--- config.mk ---
export PLATFORM = sky130hd
export DESIGN_NAME = ps2_kbd_rxfifo_flat
export DESIGN_NICKNAME = d
export VERILOG_FILES = /design/src/rtl/ps2_kbd_rxfifo_if.sv /design/src/rtl/ps2_kbd_rxfifo.sv /design/src/flat_wrapper.sv
export SDC_FILE = /design/constraint.sdc
export NUM_CORES = 1
export LEC_CHECK = 0
export BUFFER_PORTS_ARGS = -buffer_cell sky130_fd_sc_hd__buf_2
export CAP_MARGIN = 5
export CORE_ASPECT_RATIO = 1.1
export CORE_UTILIZATION = 35
export CTS_CLUSTER_SIZE = 14
export DETAILED_ROUTE_END_ITERATION = 12
export PLACE_DENSITY = 0.58
export SLEW_MARGIN = 10
export SYNTH_ARGS = -nofsm -noshare
export SYNTH_HDL_FRONTEND = slang
export SYNTH_SLANG_ARGS = --single-unit
--- constraint.sdc ---
create_clock -name CLOCK -period 3.7 [get_ports CLOCK]
set_input_delay 0 -clock CLOCK [delete_from_list [all_inputs] [get_ports CLOCK]]
set_output_delay 0 -clock CLOCK [all_outputs]
set_load 0.1 [all_outputs]
--- src/rtl/ps2_kbd_rxfifo_if.sv ---
// Key-event side of the PS/2 receiver: pop strobe in, FIFO head, modifier state and status pulses out.
// The master modport is the receiver; the slave modport is the consumer.
interface ps2_kbd_rxfifo_if #(
    parameter int unsigned FIFO_AW = 3
);
    logic               iRead;
    logic               oEmpty;
    logic [7:0]         oData;
    logic               oBreak;
    logic               oExt;
    logic [FIFO_AW:0]   oCount;
    logic [5:0]         oTag;
    logic               oErr;
    logic               oOverflow;

    modport master (
        input  iRead,
        output oEmpty, oData, oBreak, oExt, oCount, oTag, oErr, oOverflow
    );

    modport slave (
        output iRead,
        input  oEmpty, oData, oBreak, oExt, oCount, oTag, oErr, oOverflow
    );
endinterface

--- src/rtl/ps2_kbd_rxfifo.sv ---
// PS/2 keyboard receiver: filtered clock, framed byte capture with timeout, E0/F0 prefix decode,
// modifier tracking and a show-ahead FIFO of make/break events.
module ps2_kbd_rxfifo #(
    parameter int unsigned FILTER_LEN   = 4,
    parameter int unsigned TIMEOUT      = 50000,
    parameter int unsigned FIFO_AW      = 3,
    parameter bit          CHECK_PARITY = 1'b1
) (
    input  logic             CLOCK,
    input  logic             RESET,
    input  logic             PS2_CLK,
    input  logic             PS2_DAT,
    ps2_kbd_rxfifo_if.master bus
);
    localparam int unsigned DEPTH = 1 << FIFO_AW;
    localparam int unsigned CW    = FIFO_AW + 1;
    localparam int unsigned TW    = $clog2(TIMEOUT + 1);

    typedef enum logic [1:0] {StIdle, StData, StParity, StStop} state_e;

    logic          r_clk_s1, r_clk_s2, r_dat_s1, r_dat_s2;
    logic          r_flt_lvl;
    logic [3:0]    r_flt_cnt;
    logic          w_fall;

    state_e        r_state;
    logic [2:0]    r_bit;
    logic [7:0]    r_shift;
    logic          r_par;
    logic [TW-1:0] r_to;
    logic          r_byte_vld;
    logic [7:0]    r_byte;
    logic          r_err;

    logic          r_ext, r_brk;
    logic [5:0]    r_tag;
    logic          r_ovf;
    logic [9:0]    r_mem [DEPTH];
    logic [FIFO_AW-1:0] r_wptr, r_rptr;
    logic [CW-1:0] r_count;

    logic [5:0]    w_mod_bit;
    logic          w_push_req, w_push, w_pop, w_full;
    logic [9:0]    w_head;

    // A fall is the cycle in which the filter commits the 1->0 level change.
    assign w_fall = r_flt_lvl && !r_clk_s2 && (r_flt_cnt == 4'(FILTER_LEN - 1));

    always_ff @(posedge CLOCK) begin
        if (RESET) begin
            r_clk_s1  <= 1'b1;
            r_clk_s2  <= 1'b1;
            r_dat_s1  <= 1'b1;
            r_dat_s2  <= 1'b1;
            r_flt_lvl <= 1'b1;
            r_flt_cnt <= '0;
        end else begin
            r_clk_s1 <= PS2_CLK;
            r_clk_s2 <= r_clk_s1;
            r_dat_s1 <= PS2_DAT;
            r_dat_s2 <= r_dat_s1;
            if (r_clk_s2 == r_flt_lvl) begin
                r_flt_cnt <= '0;
            end else if (r_flt_cnt == 4'(FILTER_LEN - 1)) begin
                r_flt_lvl <= r_clk_s2;
                r_flt_cnt <= '0;
            end else begin
                r_flt_cnt <= r_flt_cnt + 4'd1;
            end
        end
    end

    always_ff @(posedge CLOCK) begin
        if (RESET) begin
            r_state    <= StIdle;
            r_bit      <= '0;
            r_shift    <= '0;
            r_par      <= 1'b0;
            r_to       <= '0;
            r_byte_vld <= 1'b0;
            r_byte     <= '0;
            r_err      <= 1'b0;
        end else begin
            r_byte_vld <= 1'b0;
            r_err      <= 1'b0;
            if (r_state == StIdle) begin
                r_to <= '0;
                if (w_fall && !r_dat_s2) begin
                    r_state <= StData;
                    r_bit   <= '0;
                end
            end else if (w_fall) begin
                r_to <= '0;
                unique case (r_state)
                    StData: begin
                        r_shift <= {r_dat_s2, r_shift[7:1]};
                        r_bit   <= r_bit + 3'd1;
                        if (r_bit == 3'd7) r_state <= StParity;
                    end
                    StParity: begin
                        r_par   <= r_dat_s2;
                        r_state <= StStop;
                    end
                    StStop: begin
                        r_state <= StIdle;
                        if (r_dat_s2 && (!CHECK_PARITY || ^{r_shift, r_par})) begin
                            r_byte_vld <= 1'b1;
                            r_byte     <= r_shift;
                        end else begin
                            r_err <= 1'b1;
                        end
                    end
                    default: r_state <= StIdle;
                endcase
            end else if (r_to == TW'(TIMEOUT - 1)) begin
                r_err   <= 1'b1;
                r_state <= StIdle;
                r_to    <= '0;
            end else begin
                r_to <= r_to + TW'(1);
            end
        end
    end

    // Modifier keys map to a one-hot tag bit; anything else is a queued event.
    always_comb begin
        w_mod_bit = '0;
        if (!r_ext) begin
            unique case (r_byte)
                8'h11:   w_mod_bit = 6'b000001;
                8'h14:   w_mod_bit = 6'b000010;
                8'h12:   w_mod_bit = 6'b000100;
                8'h59:   w_mod_bit = 6'b100000;
                default: w_mod_bit = '0;
            endcase
        end else begin
            unique case (r_byte)
                8'h11:   w_mod_bit = 6'b001000;
                8'h14:   w_mod_bit = 6'b010000;
                default: w_mod_bit = '0;
            endcase
        end
    end

    assign w_push_req = r_byte_vld && (r_byte != 8'hE0) && (r_byte != 8'hF0) && (w_mod_bit == '0);
    assign w_pop      = bus.iRead && (r_count != '0);
    assign w_full     = (r_count == CW'(DEPTH));
    assign w_push     = w_push_req && (!w_full || w_pop);

    always_ff @(posedge CLOCK) begin
        if (RESET) begin
            r_ext   <= 1'b0;
            r_brk   <= 1'b0;
            r_tag   <= '0;
            r_ovf   <= 1'b0;
            r_wptr  <= '0;
            r_rptr  <= '0;
            r_count <= '0;
        end else begin
            r_ovf <= w_push_req && !w_push;
            if (r_err) begin
                r_ext <= 1'b0;
                r_brk <= 1'b0;
            end else if (r_byte_vld) begin
                if (r_byte == 8'hE0) begin
                    r_ext <= 1'b1;
                end else if (r_byte == 8'hF0) begin
                    r_brk <= 1'b1;
                end else begin
                    r_ext <= 1'b0;
                    r_brk <= 1'b0;
                    r_tag <= r_brk ? (r_tag & ~w_mod_bit) : (r_tag | w_mod_bit);
                end
            end
            if (w_push) r_wptr <= r_wptr + 1'b1;
            if (w_pop)  r_rptr <= r_rptr + 1'b1;
            if (w_push && !w_pop)      r_count <= r_count + CW'(1);
            else if (!w_push && w_pop) r_count <= r_count - CW'(1);
        end
    end

    always_ff @(posedge CLOCK) begin
        if (w_push) r_mem[r_wptr] <= {r_ext, r_brk, r_byte};
    end

    assign w_head        = r_mem[r_rptr];
    assign bus.oEmpty    = (r_count == '0);
    assign bus.oData     = bus.oEmpty ? 8'h00 : w_head[7:0];
    assign bus.oBreak    = bus.oEmpty ? 1'b0 : w_head[8];
    assign bus.oExt      = bus.oEmpty ? 1'b0 : w_head[9];
    assign bus.oCount    = r_count;
    assign bus.oTag      = r_tag;
    assign bus.oErr      = r_err;
    assign bus.oOverflow = r_ovf;
endmodule

--- src/flat_wrapper.sv ---
// flat-port wrapper written by rule: the top's interface ports become plain ports
module ps2_kbd_rxfifo_flat 
#(
    parameter int unsigned FILTER_LEN   = 4,
    parameter int unsigned TIMEOUT      = 50000,
    parameter int unsigned FIFO_AW      = 3,
    parameter bit          CHECK_PARITY = 1'b1
)
  (CLOCK, RESET, PS2_CLK, PS2_DAT, bus_iRead, bus_oEmpty, bus_oData, bus_oBreak, bus_oExt, bus_oCount, bus_oTag, bus_oErr, bus_oOverflow);
  ps2_kbd_rxfifo_if #(.FIFO_AW(FIFO_AW)) bus_i ();
  input  logic CLOCK;
  input  logic RESET;
  input  logic PS2_CLK;
  input  logic PS2_DAT;
  input wire logic [$bits(bus_i.iRead)-1:0] bus_iRead;
  output wire logic [$bits(bus_i.oEmpty)-1:0] bus_oEmpty;
  output wire logic [$bits(bus_i.oData)-1:0] bus_oData;
  output wire logic [$bits(bus_i.oBreak)-1:0] bus_oBreak;
  output wire logic [$bits(bus_i.oExt)-1:0] bus_oExt;
  output wire logic [$bits(bus_i.oCount)-1:0] bus_oCount;
  output wire logic [$bits(bus_i.oTag)-1:0] bus_oTag;
  output wire logic [$bits(bus_i.oErr)-1:0] bus_oErr;
  output wire logic [$bits(bus_i.oOverflow)-1:0] bus_oOverflow;
  assign bus_i.iRead = bus_iRead;
  assign bus_oEmpty = bus_i.oEmpty;
  assign bus_oData = bus_i.oData;
  assign bus_oBreak = bus_i.oBreak;
  assign bus_oExt = bus_i.oExt;
  assign bus_oCount = bus_i.oCount;
  assign bus_oTag = bus_i.oTag;
  assign bus_oErr = bus_i.oErr;
  assign bus_oOverflow = bus_i.oOverflow;
  ps2_kbd_rxfifo #(.FILTER_LEN(FILTER_LEN), .TIMEOUT(TIMEOUT), .FIFO_AW(FIFO_AW), .CHECK_PARITY(CHECK_PARITY)) u_core (.CLOCK(CLOCK), .RESET(RESET), .PS2_CLK(PS2_CLK), .PS2_DAT(PS2_DAT), .bus(bus_i));
endmodule
# After elaboration in Yosys (flattened, before gate mapping)
# Memory sizes are Yosys's and may differ from the RTL's. A register that Yosys moved wholly into a read port is not among the register bits.
# Index checks and enable logic that the tools add are counted.
# word_totals
register_bits	68
latchBits	0
mem_bits_rw	80
romBits	0
inputBits	5
out_inout_bits	23
wordCells	130
mem_count	1
# op_classes
n_addsub	7
mul	0
n_div	0
n_lt_le_gt_ge	0
eq_ne	19
shifts	0
muxes	31
bitwise	10
n_reduce_logical	41
# memory_table
name	words	width	read_ports	rd_clocked_by_memory_dff	write_ports	line_no	source
u_core.r_mem	8	10	1	1	1	ps2_kbd_rxfifo.sv:38	logic [9:0] r_mem [DEPTH];
# op_table
operator	count
$eq A8 B5 Y1 const B	3
$pmux W6 S4	1
$mux W3	6
$add A16 B1 Y16 const B	1
$eq A16 B16 Y1 const B	1
$eq A8 B8 Y1 const B	2
$ne A8 B8 Y1 const B	2
$logic_and A1 B1 Y1	12
$mux W1	12
$mux W6	2
$reduce_and A3 Y1	4
$mux W2	5
$pmux W5 S2	1
$add A3 B1 Y3 const B	3
$reduce_xor A9 Y1	1
$add A4 B1 Y4 const B	2
$eq A8 B7 Y1 const B	1
$mux W4	2
$mux W8	1
$reduce_and A4 Y1	2
$reduce_or A4 Y1	2
$not A1 Y1	7
$and A6 B6 Y6	1
$logic_not A6 Y1	1
other kinds (23)	33

# Longest topological paths before layout
# Gate-level depths: netlist of run 1.
# logic_depth
depth_word	10
depth_mapped	12
ltp_nobuf	12

# Worst setup path before layout of run 1
# Ideal clock, no wire load.
# synth_path
path_type	register to output
start	register u_core.r_count[0] (netlist: u_core.bus.oCount[0])
end	output bus_oBreak
t_arrival_ns	3.400
required_time_ns	3.700
slack_ns	0.300
path_stages_with_launch	4
n_path_buf	1
cell_sequence	dfxtp_1 -> nor4_1 -> clkbuf_1 -> nor2_1
# synth_via
elab_chain_cells	2
# synth_rtl
item	line_no	source
start, declared	ps2_kbd_rxfifo.sv:40	logic [CW-1:0] r_count;
start signal, assigned	ps2_kbd_rxfifo.sv:177	if (w_push && !w_pop) r_count <= r_count + CW'(1);
start signal, assigned	ps2_kbd_rxfifo.sv:178	else if (!w_push && w_pop) r_count <= r_count - CW'(1);
$logic_not A4 Y1	ps2_kbd_rxfifo.sv:187	assign bus.oEmpty = (r_count == '0);
via bus_oEmpty	flat_wrapper.sv:16	output wire logic [$bits(bus_i.oEmpty)-1:0] bus_oEmpty;
$mux W1	ps2_kbd_rxfifo.sv:189	assign bus.oBreak = bus.oEmpty ? 1'b0 : w_head[8];
end, declared	flat_wrapper.sv:18	output wire logic [$bits(bus_i.oBreak)-1:0] bus_oBreak;
# The timed path passes the listed nets, and every way through them passes these cells.

# Worst setup path after layout of run 1
# layout_path
start	register u_core.r_byte[1]
end	register u_core.r_count[3] (netlist: u_core.bus.oCount[3])
# layout_via
elab_chain_cells	9
elab_cells_between_ends	19
classes_between	eq/ne: 6; mux: 4; reduce/logical: 9
# layout_rtl
item	line_no	source
start, declared	ps2_kbd_rxfifo.sv:32	logic [7:0] r_byte;
start signal, assigned	ps2_kbd_rxfifo.sv:108	r_byte <= r_shift;
$eq A8 B7 Y1 (tied with other cells)	ps2_kbd_rxfifo.sv:129	unique case (r_byte)
$pmux W6 S4 / $pmux W5 S2 (equally long branches)	ps2_kbd_rxfifo.sv:129, ps2_kbd_rxfifo.sv:137	
$mux W6	ps2_kbd_rxfifo.sv:128	if (!r_ext) begin
$logic_not A6 Y1	ps2_kbd_rxfifo.sv:145	assign w_push_req = r_byte_vld && (r_byte != 8'hE0) && (r_byte != 8'hF0) && (w_mod_bit == '0);
$logic_and A1 B1 Y1 (*)	ps2_kbd_rxfifo.sv:145	
$logic_and A1 B1 Y1 (*)	ps2_kbd_rxfifo.sv:148	assign w_push = w_push_req && (!w_full || w_pop);
via u_core.w_push	ps2_kbd_rxfifo.sv:43	logic w_push_req, w_push, w_pop, w_full;
$logic_not A1 Y1	ps2_kbd_rxfifo.sv:178	
$logic_and A1 B1 Y1	ps2_kbd_rxfifo.sv:178	
$reduce_bool A2 Y1 (no source line)	n/a	
# The timed path passes the listed nets; every way through them passes the cells marked *.
# A chain may end at the register's enable or synchronous reset.

==> results.md, run 1 <==
* Outcome: finished clean
* Yosys reg bits at roughly 150
* Final worst setup slack at 0.509 ns
* Slowest stage delay, CP at about 0.53 ns
* Initial antenna violation count at 0
* First-pass GRT wire length at about 19,000 microns
* Layout filler cell count at approximately 1,700
* Final period utilization at 0.862
* Max cap viols at 0
* Synth Instances at 484
* Setup CP Type: flip-flop to flip-flop
* H-tree levels at 4
* Placeable Area at 17,700 sq um
* Die area at around 19,000 sq um
* Crit. End Element: flip-flop
* RePlAce Congestion at roughly 0.73
* Via-to-Cell Ratio at between 4 and 5
* Total grt overflow at 0
* Worst path arrival time at about 3.5 ns
* Peak VDD IR at about 0.53 mV
* Post-synthesis cell type count at 47
* Root Buffer: clkbuf_16
* Antenna Diode Count at 0
* CP max FO at 12
* Sequential area share after synthesis at 0.606
* Slew Limit Headroom at 0.361
* Syn_area_per_cell at about 13 sq um
* Post-CTS setup buffers at 0
* Final Hold Fails at 0
* Commonest cells after routing, fill and taps aside: edfxtp_1, dfxtp_1, nor2_1
* CTS resizes at 0
* Post-route ant nets at 0
* Yosys Warn Count at 0
* CTS tree: yes
* Share of layout cells above drive strength 1 at 0.188
* Avg WL per Cell at roughly 15 microns
* Post-synthesis net count at 506
* Top post-synthesis cells by area: edfxtp_1, dfxtp_1, mux4_2
* Crit path cell chain: or3b_1, a2111o_1, nand4b_1, inv_1, ha_1, inv_1, ha_1, a21o_1, a21oi_1, xnor2_1, or3_1, a21oi_1
* Final min period at between 3 and 4 ns
* GRT Total Usage at 0.140
* Initial Util at 0.357
* Worst Path Required at a little over 4 ns
* Nets at about 550
* Overall via count from detail_route at approximately 3,800
* Total Routed Length at 11,800 microns
* CP max-delay cell: dfxtp_1
* Post-place setup slack at ~0.54 ns
* Final Max Tran Viols at 0
* IO Port Bufs at 27
* HPWL after detailed placement at 7910 microns
* Largest net degree at the start of global routing at 51
* Dominant synthesized flop cell: edfxtp_1
* FF+latch area at between 3000 and 4000 sq um
* Die width at approximately 130 microns
* Synthesized area at around 6300 sq um
* Drt first pass iters at 4
* Most common cell after layout, fill and taps aside: edfxtp_1
* Clock Latency Late Sink at between 0.4 and 0.5 ns
* Asr flop ratio synth at 0
* Syn-to-layout area delta at 16.5%
* Worst-path clk slew at 0.06 ns
* Critical Path Start Type: flip-flop
* Buf/Inv on CP at 2
* RSZ-0062 raised after global routing: false
* Final Setup Violations at 0
* DRC violations left at 0
* IO Pins at 28
* Area of the multi-input gates at between 2000 and 2500 sq um
* Initial DRC count at between 200 and 300
* Clock skew at 0.00777 ns
* Die height at between 100 and 150 microns
* Clock sinks at 151
* Hold Crit Class: input port to flip-flop
* TNS Setup at 0 ns
* Vias in the first global route at between 3,000 and 4,000
* Top cell type's share of synthesized area at 0.381
* Actual slew at the worst max-slew pin at ~0.96 ns
* Post-synth EDFFs at 80
* Synth area leader: edfxtp_1
* CP delay by family, top: simple AND/OR/NAND/NOR gates
* Pwr dens at between 500 and 600 nW/um^2
* Max frequency at around 310 MHz
* Leak pwr at 2.58 nW
* CTS Buf Count at 17
* Clk buf depth at 2
* # rows at around 50
[report_power, final]
group | leakage, nW | internal, mW | total [mW] | switching (mW)
clock | 0.253 | 0.920 | 1.56 | 0.639
combinational | 0.974 | 0.256 | 0.968 | 0.712
sequential | 1.35 | 1.78 | 1.85 | 0.0743
[flip-flops by register name, indices dropped and copies added (netlist names), 2 cells and up, named ones only]
name	count
u_core.r_state	2
u_core.r_byte	8
u_core.r_bit	3
u_core.r_shift	8
u_core.r_mem	80
u_core.r_flt_cnt	4
u_core.bus.oCount	4
u_core.r_to	16
u_core.r_rptr	3
u_core.r_wptr	3
[final timing paths]
path                                  startpoint              endpoint  slack [ns]  cells after the start
worst max-delay path            u_core.r_byte[1]  u_core.bus.oCount[3]        0.51                     12
worst min-delay path                       RESET      u_core.r_byte[4]        0.20                      2
worst max register to register  u_core.r_byte[1]  u_core.bus.oCount[3]        0.51                     12
worst min register to register   u_core.r_clk_s1       u_core.r_clk_s2        0.41                      1
[per-layer routing]
metal	global-route usage	wire length (microns)
met2	0.232	5870
met5	0	0
met3	0.0326	403
met4	0.0575	231
met1	0.175	5270
[cells by family (layout without fill, tap and decap cells)]
| family | Yosys count | after routing | synth area share |
|---|---|---|---|
| fa+ha+maj | 17 | 17 | 0.0349 |
| simple gates | 174 | 174 | 0.140 |
| xor+xnor | 28 | 28 | 0.0470 |
| compound gates | 34 | 34 | 0.0320 |
| mux | 50 | 50 | 0.121 |
| buf+inv | 30 | 88 | 0.0183 |
| flops | 151 | 151 | 0.606 |
[synth_stat cells, drive strengths merged, types with 2 or more instances]
| cell | instances |
|---|---|
| edfxtp | 80 |
| dfxtp | 71 |
| nor2 | 67 |
| mux2i | 30 |
| nand2 | 24 |
| a21oi | 20 |
| mux4 | 20 |
| nand3 | 18 |
| ha | 16 |
| inv | 15 |
| xor2 | 13 |
| clkbuf | 12 |
| xnor2 | 12 |
| nand2b | 11 |
| nand4 | 9 |
| or2 | 7 |
| nor4 | 6 |
| nor3 | 5 |
| nor3b | 5 |
| o21ai | 5 |
| nor2b | 4 |
| or3 | 4 |
| and3 | 3 |
| buf | 3 |
| nand3b | 2 |
| nor4b | 2 |
| o21a | 2 |
| or3b | 2 |
| xnor3 | 2 |
[per-stage QoR]
step / hold WS (ns) / area (sq um) / power [mW] / utilization / instances
2_1_floorplan: 0.104 / 6300 / 2.69 / - / 484
3_3_place_gp: 0.186 / 6780 / 2.85 / 0.383 / 746
3_5_place_dp: 0.190 / 6780 / 2.87 / 0.383 / 746
4_1_cts: 0.194 / 7350 / 4.45 / 0.416 / 780
5_1_grt: 0.256 / 7350 / 4.55 / 0.416 / 780
6_report: 0.195 / 7350 / 4.38 / 0.416 / 780
[final cells by class]
class | instances | share of cell area
inverters | 15 | 0.00766
flip-flops and latches | 151 | 0.521
well taps | 238 | 0.0405
repair buffers | 42 | 0.0347
clock inverters | 11 | 0.0141
multi-input cells | 303 | 0.323
clock buffers | 20 | 0.0594
[what timing repair did]
| action | 4_1_cts | 5_1_grt |
|---|---|---|
| endpoints found under the hold margin | 4 | 0 |
| setup endpoints to repair | 0 | 0 |
| hold buffers | 3 | 0 |
(Power assumes the default switching activity.)
==> run 2: changes to the inputs <==
- GPL_TIMING_DRIVEN: not set -> 0
==> run 2 against run 1 <==
Net effect: sequential power fell by 2%; clock power rose by 4%; global-route usage rose by 0.55 points; flip-flop and latch count did not move; utilization rose by 0.078 points; critical path depth did not move; register-to-register slack got worse by 0.22 ns; largest power group unchanged; design area rose by 0.19%; routed wire length rose by 5.6%; critical path type unchanged; die area did not move.
==> results.md, run 2 (synthesis results as in run 1) <==
* Vias in the first global route at 3,920 (+7.2%)
* Clk buf depth at 2 (unchanged)
* Clock Latency Late Sink at 0.42 ns (about the same)
* Power share of the sequential group at 0.407 (-0.016)
* Initial DRC count at 235 (-10%)
* Largest registers: u_core.r_mem x80, u_core.r_to x16
* Root Buffer: clkbuf_16
* Total power at 4.44 mW (+1.4%)
* Final std cells w/o fill at 787 (+0.90%)
* Final min period at 3.41 ns (+0.223 ns)
* Post-CTS setup buffers at 0 (unchanged)
* Total grt overflow at 0 (unchanged)
* Total Routed Length at 12,400 microns (+5.6%)
* Clock sinks at 151 (unchanged)
* CP max FO at 12 (unchanged)
* Die height at 143 microns (unchanged)
* DRC violations left at 0 (unchanged)
* # rows at 51 (unchanged)
* Initial Util at 0.357 (unchanged)
* Outcome: finished clean
* RePlAce Congestion at 0.740 (+0.98%)
* Commonest cells after routing, fill and taps aside: edfxtp_1, dfxtp_1, nor2_1
* RSZ-0062 raised after global routing: false
* Nets at 558 (+1.1%)
* Overall via count from detail_route at 3,846 (+2.2%)
* Final Max Tran Viols at 0 (unchanged)
* Worst-path clk slew at 0.06 ns (about the same)
* HPWL after detailed placement at 8410 microns (+6.3%)
* Avg WL per Cell at 15.8 microns (+4.7%)
* IO Port Bufs at 27 (unchanged)
* First-pass GRT wire length at 19,800 microns (+2.7%)
* Final Hold Fails at 0 (unchanged)
* Die width at 130 microns (unchanged)
* Max frequency at 293 MHz (-6.5%)
* Pwr dens at 603 nW/um^2 (+1.2%)
* Slew Limit Headroom at 0.313 (-0.0476)
* IO Pins at 28 (unchanged)
* Final instance area at 7360 sq um (+0.19%)
* GRT Total Usage at 0.145 (+0.00553)
* Critical Path Start Type: flip-flop
* CTS resizes at 0 (unchanged)
* Clock skew at 0.00957 ns (+0.00180 ns)
* Initial antenna violation count at 0 (unchanged)
* Antenna Diode Count at 0 (unchanged)
* Placeable Area at 17,700 sq um (unchanged)
* Worst Path Required at 4.05 ns (about the same)
* Peak VDD IR at 0.701 mV (+32%)
* CTS Buf Count at 17 (unchanged)
* Max cap viols at 0 (unchanged)
* Setup CP Type: flip-flop to flip-flop
* Sw Pwr at 1.44 mW (+0.68%)
* Largest Register: u_core.r_mem
* Crit. End Element: flip-flop
* Gate power share at 0.226 (+0.005)
* Post-route ant nets at 0 (unchanged)
* Share of layout cells above drive strength 1 at 0.171 (-0.0170)
* Final period utilization at 0.923 (+0.0602)
* TNS Setup at 0 ns (unchanged)
* Internal at 3.00 mW (+1.8%)
* Hold Crit Class: input port to flip-flop
* CTS tree: yes
* Most common cell after layout, fill and taps aside: edfxtp_1
* Actual slew at the worst max-slew pin at 1.03 ns (+0.0689 ns)
* Placed Area at 6760 sq um (-0.18%)
* Placed cells at 751 (+0.67%)
* Largest net degree at the start of global routing at 17 (-67%)
* H-tree levels at 4 (unchanged)
* Worst path arrival time at 3.76 ns (+0.23 ns)
* Via-to-Cell Ratio at 4.89 (+1.3%)
* Die area at 18,600 sq um (unchanged)
* Clock share of power at 0.367 (+0.011)
* Drt first pass iters at 4 (unchanged)
* Leak pwr at 2.59 nW (+0.27%)
* Switching part of the total at 0.323 (-0.00237)
* Final Setup Violations at 0 (unchanged)
* Syn-to-layout area delta at 16.7%
* Max reg flops at 80 (unchanged)
## run 2: path summary, 6_finish.rpt
| check | from | end | slack, ns | depth (start not counted) |
|---|---|---|---|---|
| worst max register to register | u_core.r_byte[1] | u_core.bus.oCount[3] | 0.29 | 12 |
| worst min-delay path | PS2_CLK | u_core.r_clk_s1 | 0.30 | 3 |
| worst min register to register | u_core.r_dat_s1 | u_core.r_dat_s2 | 0.41 | 1 |
| worst max-delay path | u_core.r_byte[1] | u_core.bus.oCount[3] | 0.29 | 12 |
## run 2: cell type report
class                           instances  area [sq um]
Inverter                               15          56.3
Buffer                                 15          58.8
Clock inverter                          7          68.8
Clock buffer                           25           488
Tap cell                              238           298
Fill cell                            1670         10300
Sequential cell                       151          3820
Multi-Input combinational cell        303          2380
Timing Repair Buffer                   33           190
## run 2: metrics by stage
| step | util | hold slack [ns] | worst slack, ns |
|---|---|---|---|
| final | 0.416 | 0.304 | 0.286 |
| after global routing | 0.416 | 0.287 | 0.0563 |
| after CTS | 0.416 | 0.285 | 0.246 |
| after detailed placement | 0.383 | 0.188 | 0.282 |
| after global placement | 0.381 | 0.186 | 0.140 |
| after floorplan | - | 0.104 | 0.300 |
## run 2: per-layer routing
layer / up-vias / share of wire / global-route usage
met5: - / 0 / 0
met1: 1895 / 0.43 / 0.165
met4: 0 / 0.0088 / 0.0471
met3: 14 / 0.040 / 0.0408
li1: 1864 / - / -
met2: 73 / 0.52 / 0.261
## run 2: what timing repair did
item | in CTS | in global routing
endpoints found under the setup margin | 0 | 0
hold buffers | 4 | 0
hold endpoints to repair | 7 | 0
## run 2: worst max-delay path, stage by stage (launching register included)
cell and delay [ns]:
dfxtp_1 0.68, or3b_1 0.45, a2111o_1 0.40, nand4b_1 0.24, inv_1 0.12, ha_1 0.22, inv_1 0.11, ha_1 0.24
a21o_1 0.17, a21oi_1 0.17, xnor2_1 0.09, or3_1 0.31, a21oi_1 0.14
## run 2: power groups by stage
| stage | sequential [mW] | clock (mW) | combinational (mW) |
|---|---|---|---|
| 3_5_place_dp | 1.85 | 0 | 1.01 |
| 4_1_cts | 1.81 | 1.67 | 1.02 |
| 5_1_grt | 1.81 | 1.75 | 1.07 |
| 6_report | 1.81 | 1.63 | 1.00 |
| 2_1_floorplan | 1.94 | 0 | 0.752 |
| 3_3_place_gp | 1.84 | 0 | 0.999 |
==> run 3: changes to the inputs <==
- ABC_AREA: not set -> 1
- CELL_PAD_IN_SITES_DETAIL_PLACEMENT: not set -> 1
- CELL_PAD_IN_SITES_GLOBAL_PLACEMENT: not set -> 2
- PLACE_DENSITY: 0.58 -> 0.8
==> run 3 against run 2 <==
Net effect: sequential power is 3% higher; clock power up 29%; cell count is 31% higher; design area grew 7.2%; register-to-register slack improved by 0.35 ns; global-route usage increased by 4.2 points; non-clock buffer count up 4; first-iteration DRC count fell by 20%.
==> results.md, run 3 <==
* Outcome: finished clean
* Via-to-Cell Ratio at 4.97 (+1.7%)
* Leak pwr at 3.19 nW (+23%)
* Drt first pass iters at 5 (+1)
* Power share of the sequential group at 0.342 (-0.065)
* Syn_area_per_cell at 9.23 sq um (-29%)
* Worst-path clk slew at 0.06 ns (about the same)
* Pwr dens at 690 nW/um^2 (+14%)
* Gate power share at 0.270 (+0.044)
* CP max FO at 12 (unchanged)
* Asr flop ratio synth at 0 (unchanged)
* Final std cells w/o fill at 1,029 (+31%)
* Final period utilization at 0.827 (-0.0955)
* Total Routed Length at 17,200 microns (+39%)
* Commonest cells after routing, fill and taps aside: nor2_1, nand2_1, edfxtp_1
* Share of layout cells above drive strength 1 at 0.140 (-0.0313)
* IO Port Bufs at 27 (unchanged)
* Actual slew at the worst max-slew pin at 1.10 ns (+0.0785 ns)
* Largest Register: u_core.r_mem
* Switching part of the total at 0.353 (+0.0299)
* RePlAce Congestion at 0.779 (+5.3%)
* Synth area leader: edfxtp_1
* Top cell type's share of synthesized area at 0.360 (-0.0211)
* Total grt overflow at 0 (unchanged)
* Die width at 134 microns (+2.9%)
* Initial DRC count at 189 (-20%)
* Vias in the first global route at 5,506 (+40%)
* Overall via count from detail_route at 5,116 (+33%)
* Sw Pwr at 1.92 mW (+34%)
* Placed Area at 7130 sq um (+5.4%)
* Final min period at 3.06 ns (-0.353 ns)
* Largest net degree at the start of global routing at 17 (unchanged)
* Worst Path Required at 4.02 ns (-0.03 ns)
* GR Util met3 at 0.0380 (-0.00288)
* Clock sinks at 151 (unchanged)
* CTS Buf Count at 17 (unchanged)
* Synth Instances at 723 (+49%)
* Synthesized area at 6680 sq um (+5.9%)
* Internal at 3.52 mW (+17%)
* Placeable Area at 18,500 sq um (+4.9%)
* Sequential area share after synthesis at 0.573 (-0.0336)
* Setup CP Type: flip-flop to flip-flop
* Most common cell in the netlist: nor2_1
* TNS Setup at 0 ns (unchanged)
* Met1 Track Usage GR at 0.212 (+0.0466)
* Post-synth EDFFs at 80 (unchanged)
* Post-synthesis net count at 745 (+47%)
* Post-synth top cells: nor2_1, nand2_1, edfxtp_1
* DRC violations left at 0 (unchanged)
* Nets at 795 (+42%)
* Worst path arrival time at 3.38 ns (-0.38 ns)
* RSZ-0062 raised after global routing: false
* CTS tree: yes
* Most common cell after layout, fill and taps aside: nor2_1
* Worst R2R Setup Slack at 0.64 ns (+0.35 ns)
* Buf/Inv on CP at 2 (unchanged)
* Slowest stage delay, CP at 0.73 ns (+0.05 ns)
* Final Max Tran Viols at 0 (unchanged)
* Max reg flops at 80 (unchanged)
* Slew Limit Headroom at 0.261 (-0.0525)
* CP delay by family, top: simple AND/OR/NAND/NOR gates
* Post-route ant nets at 0 (unchanged)
* Hold Crit Class: input port to flip-flop
* First-pass GRT wire length at 28,000 microns (+41%)
* Peak VDD IR at 0.499 mV (-29%)
* Antenna Diode Count at 0 (unchanged)
* Largest registers: u_core.r_mem x80, u_core.r_to x16
* Clock Latency Late Sink at 0.42 ns (about the same)
* CTS resizes at 0 (unchanged)
* Avg WL per Cell at 16.8 microns (+6.0%)
* M2 GR Usage at 0.346 (+0.0855)
* Placed cells at 993 (+32%)
* Critical Path Start Type: flip-flop
* Critical Path Most Common Cell: nand2_1
* Top post-synthesis cells by area: edfxtp_1, dfxtp_1, nor2_1
* Clk buf depth at 2 (unchanged)
* # rows at 52 (+2.0%)
* GRT Total Usage at 0.187 (+0.0416)
* Dominant synthesized flop cell: edfxtp_1
* Final Setup Violations at 0 (unchanged)
* Crit. End Element: flip-flop
* Syn-to-layout area delta at 18.1%
* Crit path cell chain: nand3b_1, nor2_2, nand2_1, nor2_2, nor2_4, nand3_4, inv_2, ha_1, inv_1, ha_1, nand2_1, nand2_1, a21oi_1, nor2_1, nor2_1, nand2_1, o21ai_0, a21oi_1
* Yosys Warn Count at 0 (unchanged)
* Post-synthesis cell type count at 40 (-15%)
* Die height at 147 microns (+2.9%)
* GR peak layer: met2
* IO Pins at 28 (unchanged)
* Max frequency at 327 MHz (+12%)
* H-tree levels at 4 (unchanged)
* Die area at 19,600 sq um (+5.8%)
* Clock skew at 0.00761 ns (-0.00196 ns)
* Root Buffer: clkbuf_16
* Yosys reg bits at 151 (unchanged)
* Final instance area at 7890 sq um (+7.2%)
* Max cap viols at 0 (unchanged)
* Clock share of power at 0.389 (+0.022)
* HPWL after detailed placement at 12,100 microns (+44%)
* Initial antenna violation count at 0 (unchanged)
* CP max-delay cell: dfxtp_1
* Layout filler cell count at 2,151 (+29%)
* Final Hold Fails at 0 (unchanged)
* Initial Util at 0.360 (+0.00329)
run 3: cell types whose count changed in the layout (fill, tap and decap cells not counted), sizes merged, moves of 10 or more:
cell    delta
mux4      -20
mux2i     -30
nor2      +80
a21oi     +18
nand2b    -11
nand4     +10
o21ai     +67
a31oi     +11
inv       +57
nand2     +83
run 3: worst paths after layout:
path	startpoint	endpoint	depth (start not counted)
worst min-delay path	bus_iRead	flip-flop	4
worst min register to register	u_core.r_dat_s1	u_core.r_dat_s2	1
worst max register to register	u_core.r_byte[4]	u_core.bus.oCount[3]	18
worst max-delay path	u_core.r_byte[4]	u_core.bus.oCount[3]	18
run 3: metal layers:
layer  wire [microns]  up-vias
met3              574       19
li1                 -     2537
met4              350        0
met2             9010       71
met1             7300     2489
met5                0        -
run 3: through the flow:
step	worst slack (ns)	util	power, mW	hold slack (ns)
after floorplan	0.269	-	3.02	0.104
after global placement	0.785	0.384	3.33	0.182
after detailed placement	0.678	0.384	3.38	0.190
after CTS	0.665	0.425	5.50	0.0408
after global routing	0.420	0.425	5.68	0.0807
final	0.640	0.425	5.44	0.0524
run 3: cell families after synthesis:
| kind of cell | count (synthesis) | synth area share |
|---|---|---|
| DFF | 151 | 0.573 |
| adders and majority gates | 17 | 0.0330 |
| and+or+nand+nor | 320 | 0.224 |
| buffers and inverters | 93 | 0.0530 |
| AOI/OAI and AO/OA | 135 | 0.108 |
| xor gates and xnor gates | 7 | 0.00918 |
run 3: worst reg2reg max path: cells and delay by family, from the launching register on:
kind                       cells  cell delay (ns)
buffers and inverters          2             0.19
AOI/OAI and AO/OA              3             0.38
DFF                            1             0.73
and+or+nand+nor               11             1.22
adders and majority gates      2             0.45
run 3: final cells by class:
| type | count | area, sq um | area share |
|---|---|---|---|
| flip-flops and latches | 151 | 3820 | 0.485 |
| multi-input cells | 479 | 2510 | 0.318 |
| clock buffers | 17 | 425 | 0.0539 |
| well taps | 243 | 304 | 0.0386 |
| clock inverters | 15 | 295 | 0.0374 |
| inverters | 72 | 270 | 0.0343 |
| repair buffers | 31 | 175 | 0.0222 |
| plain buffers | 21 | 83.8 | 0.0106 |
run 3: timing repair:
| action | in CTS | in global routing |
|---|---|---|
| hold endpoints to repair | 5 | 0 |
| hold buffers | 4 | 0 |
| setup buffers | 0 | 0 |
run 3: power by group through the flow:
stage / combinational, mW / clock [mW] / sequential, mW
detailed placement: 1.48 / 0 / 1.90
finish: 1.47 / 2.11 / 1.86
CTS: 1.49 / 2.15 / 1.86
floorplan: 1.01 / 0 / 2.01
global placement: 1.43 / 0 / 1.89
global route: 1.60 / 2.22 / 1.87
